File: src/rtl/gray_monitor.sv
// gray_monitor: consumes the upstream 3-bit Gray counter, converts it to binary,
// pulses Step/Wrap on legal advances, counts wraps (saturating) and latches the
// first illegal transition into an error FSM.
// Optional build macro GRAY_MONITOR_RECOVER_EN: when defined, the monitor leaves
// ERROR after RESYNC consecutive legal +1 steps; otherwise ERROR is sticky until
// Reset or Clear.
module gray_monitor #(
  parameter int WIDTH     = 3,
  parameter int WRAP_BITS = 4,
  parameter int RESYNC    = 2
) (
  input  logic                 Clk,
  input  logic                 Reset,
  input  logic                 Clear,
  input  logic [WIDTH-1:0]     GrayIn,
  input  logic                 OverflowIn,
  output logic [WIDTH-1:0]     Binary,
  output logic                 Step,
  output logic                 Wrap,
  output logic [WRAP_BITS-1:0] WrapCount,
  output logic                 Error,
  output logic [1:0]           ErrCode
);

  typedef enum logic [1:0] {
    IDLE  = 2'd0,
    TRACK = 2'd1,
    ERR   = 2'd2
  } monitorState_t;

  localparam logic [1:0] ErrNone     = 2'b00;
  localparam logic [1:0] ErrBackward = 2'b01;
  localparam logic [1:0] ErrJump     = 2'b10;
  localparam logic [1:0] ErrOverflow = 2'b11;

  // A recovery threshold below one step would make ERROR meaningless.
  if (RESYNC < 1) begin : gResyncTooSmall
  end

  function automatic logic [WIDTH-1:0] grayToBin(input logic [WIDTH-1:0] g);
    logic [WIDTH-1:0] b;
    b[WIDTH-1] = g[WIDTH-1];
    for (int i = WIDTH - 2; i >= 0; i--) begin
      b[i] = b[i+1] ^ g[i];
    end
    return b;
  endfunction

  monitorState_t        state;
  monitorState_t        nextState;
  logic [WIDTH-1:0]     prevGray;
  logic                 prevOverflow;
  logic [WIDTH-1:0]     curBin;
  logic [WIDTH-1:0]     prevBin;
  logic                 isHold;
  logic                 isUp;
  logic                 isDown;
  logic                 isWrap;
  logic                 nextStep;
  logic                 nextWrap;
  logic [WRAP_BITS-1:0] nextWrapCount;
  logic [1:0]           nextErrCode;

`ifdef GRAY_MONITOR_RECOVER_EN
  localparam int ResyncBits = $clog2(RESYNC + 1);
  logic [ResyncBits-1:0] resyncCount;
  logic [ResyncBits-1:0] nextResync;
`endif

  assign curBin  = grayToBin(GrayIn);
  assign prevBin = grayToBin(prevGray);
  assign isHold  = (GrayIn == prevGray);
  assign isUp    = (curBin == prevBin + WIDTH'(1));
  assign isDown  = (curBin == prevBin - WIDTH'(1));
  assign isWrap  = isUp && (prevBin == '1);
  assign Error   = (state == ERR);

  // Classify the transition from the previous sample and decide the next state and pulses.
  always_comb begin
    nextState     = state;
    nextStep      = 1'b0;
    nextWrap      = 1'b0;
    nextWrapCount = WrapCount;
    nextErrCode   = ErrCode;
`ifdef GRAY_MONITOR_RECOVER_EN
    nextResync    = '0;
`endif
    if (Clear) begin
      nextState     = IDLE;
      nextWrapCount = '0;
      nextErrCode   = ErrNone;
    end else begin
      case (state)
        IDLE: begin
          nextState = TRACK;
        end
        TRACK: begin
          if (!isHold && !isUp) begin
            nextErrCode = isDown ? ErrBackward : ErrJump;
            nextState   = ERR;
          end else if ((OverflowIn && !prevOverflow && !isWrap) || (isWrap && !OverflowIn)) begin
            nextErrCode = ErrOverflow;
            nextState   = ERR;
          end else if (isUp) begin
            nextStep = 1'b1;
            if (isWrap) begin
              nextWrap = 1'b1;
              if (WrapCount != '1) begin
                nextWrapCount = WrapCount + WRAP_BITS'(1);
              end
            end
          end
        end
        ERR: begin
`ifdef GRAY_MONITOR_RECOVER_EN
          if (isUp) begin
            if (int'(resyncCount) + 1 >= RESYNC) begin
              nextState = TRACK;
              nextStep  = 1'b1;
            end else begin
              nextResync = resyncCount + ResyncBits'(1);
            end
          end else if (isHold) begin
            nextResync = resyncCount;
          end
`endif
        end
        default: begin
          nextState = IDLE;
        end
      endcase
    end
  end

  // Register state, outputs and the previous sample; Reset overrides everything.
  always_ff @(posedge Clk) begin
    if (Reset) begin
      state        <= IDLE;
      prevGray     <= '0;
      prevOverflow <= 1'b0;
      Binary       <= '0;
      Step         <= 1'b0;
      Wrap         <= 1'b0;
      WrapCount    <= '0;
      ErrCode      <= ErrNone;
    end else begin
      state        <= nextState;
      prevGray     <= GrayIn;
      prevOverflow <= OverflowIn;
      Binary       <= curBin;
      Step         <= nextStep;
      Wrap         <= nextWrap;
      WrapCount    <= nextWrapCount;
      ErrCode      <= nextErrCode;
    end
  end

`ifdef GRAY_MONITOR_RECOVER_EN
  // Consecutive legal steps seen while in ERROR.
  always_ff @(posedge Clk) begin
    if (Reset) begin
      resyncCount <= '0;
    end else begin
      resyncCount <= nextResync;
    end
  end
`endif

endmodule
File: config.mk
export PLATFORM = sky130hd
export DESIGN_NAME = gray_monitor
export DESIGN_NICKNAME = d
export VERILOG_FILES = /design/src/rtl/gray_monitor.sv
export SDC_FILE = /design/constraint.sdc
export NUM_CORES = 1
export LEC_CHECK = 0
export ABC_AREA = 1
export CORE_MARGIN = 2
export CORE_UTILIZATION = 30
export DETAILED_ROUTE_END_ITERATION = 12
export DONT_BUFFER_PORTS = 1
export MAX_ROUTING_LAYER = met4
export PLACE_DENSITY = 0.5
export SYNTH_ARGS = -nofsm -noshare
export SYNTH_HDL_FRONTEND = slang
export SYNTH_SLANG_ARGS = --single-unit
File: constraint.sdc
create_clock -name Clk -period 2.2 [get_ports Clk]
set_clock_uncertainty 0.2 [all_clocks]
set_input_delay 0.33 -clock Clk [delete_from_list [all_inputs] [get_ports Clk]]
set_output_delay 0.33 -clock Clk [all_outputs]
set_load 0.1 [all_outputs]
==> impl_results.md <==
* Post-route ant nets at 0
* Detailed placement HPWL at 1.37 mm
* Htree depth at 1
* Most common cell after layout, fill and taps aside: nand2_1
* Setup TNS at 0 ns
* Crit end category: register
* I/O pins at 19
* Clk slew on worst S/H paths at 0.11 ns
* Iter 0 DRT Violations at 13
* Initial antenna violation count at 0
* Tot Pwr at 0.000666 W
* Post-route worst setup slack at 0.298 ns
* Vias at 808
* # diodes at 0
* Final worst path period share at 0.864
* Routed wire length at 1.83 mm
* Synthesis Warnings at 0
* Vias in the first global route at 712
* Place WS at 0.289 ns
* Clock Latency Late Sink at 0.29 ns
* Max_slew headroom at 0.798
* Initial DRT Pass Iterations at 4
* Grt ovf at 0
* Post-synth top area share at 0.366
* Deepest clock path buffer count at 2
* First-pass GRT wire length at 3.10 mm
* Layout cell share with drive strength beyond 1 at 0.236
* CP required at 2.20 ns
* Syn Inst Count at 121
* # resized after CTS at 0
* Final hold viol count at 0
* Worst setup path category: reg -> reg
* Die W at 58.0 um
* DRC at 0
* CTS tree: done
* Worst setup SP type: register
* Post-layout min period at 1.90 ns
* Vias per cell at 4.73
* Final setup vio count at 0
* Worst path arrival time at 1.90 ns
* CTS Root Cell: clkbuf_4
* Synthesized area per cell at 7.24 sq um
* R2R Setup Slk at 0.30 ns
* Worst Hold Class: in -> reg
* Mapped cell area at 876 sq um
* Die ar. at 3370 sq um
* Status: completed
* Chip height at 58.0 um
* Clk sinks at 16
* GR Util All Layers at 0.125
* Slew of the pin with the lowest slew margin at 0.303 ns
* Yosys reg bits at 16
* Peak supply drop at 0.266 mV
* Max Slew Vio Count at 0
* Max-cap violations at 0
* Dominant cell type by area after synthesis: dfxtp_1
* Core ar. at 2760 sq um
* Filler instances at 311
* CTS buffer count at 3
* NumNets Final at 150
* Power density over cell area at 619 nW/um^2
* Area growth from synthesis to final layout at 22.9%
* Leak at 0.518 nW
* Util after Layout at 0.390
* Sequential share of the synthesized area at 0.366
* Synth top area cells: dfxtp_1 37%, nand2_1 12%, nand3_1 6.9%
* Initial core utilization at 0.318
* Yosys cell types at 20
* Drt wl/cell at 10.7 um
* Final Wtd Congestion at 0.848
* Syn nets at 130
* RSZ-0062 raised after global routing: false
* Site Rows at 19
* Commonest cells after routing, fill and taps aside: 27 x nand2_1, 16 x dfxtp_1, 15 x inv_1, 12 x nand3_1, 12 x buf_4
* Largest net degree at the start of global routing at 10
* CP Max Fanout at 8
* FMAX at 526 MHz
* IO Port Bufs at 0
-- cell usage after synthesis, drive strengths merged --
master	number
nand2	35
inv	17
dfxtp	16
nand3	15
nor2	13
a21oi	11
nand4	4
xnor2	3
ha	2
xor2	2
buf	1
clkinv	1
nor3	1
-- critical path, stage by stage, from the launching register on --
cell,delay (ns)
dfxtp_1,0.46
xor2_1,0.17
ha_1,0.25
inv_1,0.06
nand3_1,0.08
nand2_2,0.11
nand2_2,0.07
nand2_2,0.09
nand3_4,0.12
a21oi_1,0.15
nor2_1,0.05
-- sequential cells by signal, indices dropped and copies added, names as in the netlist --
register	cells
Step	1
prevOverflow	1
ErrCode	2
WrapCount	4
state	2
Wrap	1
prevGray	2
Binary	3
-- path summary, 6_finish.rpt --
| path | cells past startpoint | end | from |
|---|---|---|---|
| max reg2reg | 10 | state[1] | Binary[2] |
| min | 3 | ErrCode[1] | Clear |
| min reg2reg | 1 | state[0] | state[0] |
| max | 10 | state[1] | Binary[2] |
-- power by group --
group	internal (W)	total [W]	switching, W
clock	0.000101	0.000203	0.000102
combinational	0.0000469	0.000156	0.000109
sequential	0.000300	0.000307	0.00000742
-- cells by family (layout without fill, tap and decap cells) --
group	Yosys count	count (layout)	synth area share
fa+ha+maj	2	2	0.0286
buf+inv	19	38	0.0871
simple gates	68	68	0.406
flops	16	16	0.366
xor+xnor	5	5	0.0500
compound gates	11	11	0.0629
-- repair_timing --
action                    in CTS  in global routing
hold endpoints to repair       6                  0
buffers inserted               0                  0
hold buffers                   4                  0
-- stage by stage --
step | cell area, sq um | hold WS (ns) | cells
finish | 1080 | 0.0278 | 171
global route | 1080 | 0.0174 | 171
CTS | 1080 | 0.0182 | 171
detailed placement | 1000 | 0.206 | 163
global placement | 1000 | 0.204 | 163
floorplan | 876 | 0.199 | 121
-- cell type report --
class	count	area [sq um]	share of cell area
clock buffer	4	36.3	0.0337
inverter	18	68.8	0.0640
multi-input combinational	86	482	0.448
sequential	16	320	0.298
tap	31	38.8	0.0360
timing repair buffer	16	130	0.121
-- layer usage --
layer | vias to the layer above | track usage | part of all wire
met5 | - | - | 0
met1 | 364 | 0.154 | 0.45
met2 | 15 | 0.192 | 0.48
met4 | 0 | 0.0731 | 0.032
met3 | 7 | 0.0246 | 0.036
li1 | 422 | - | -
Note: power is estimated with default switching activity, not from simulation.
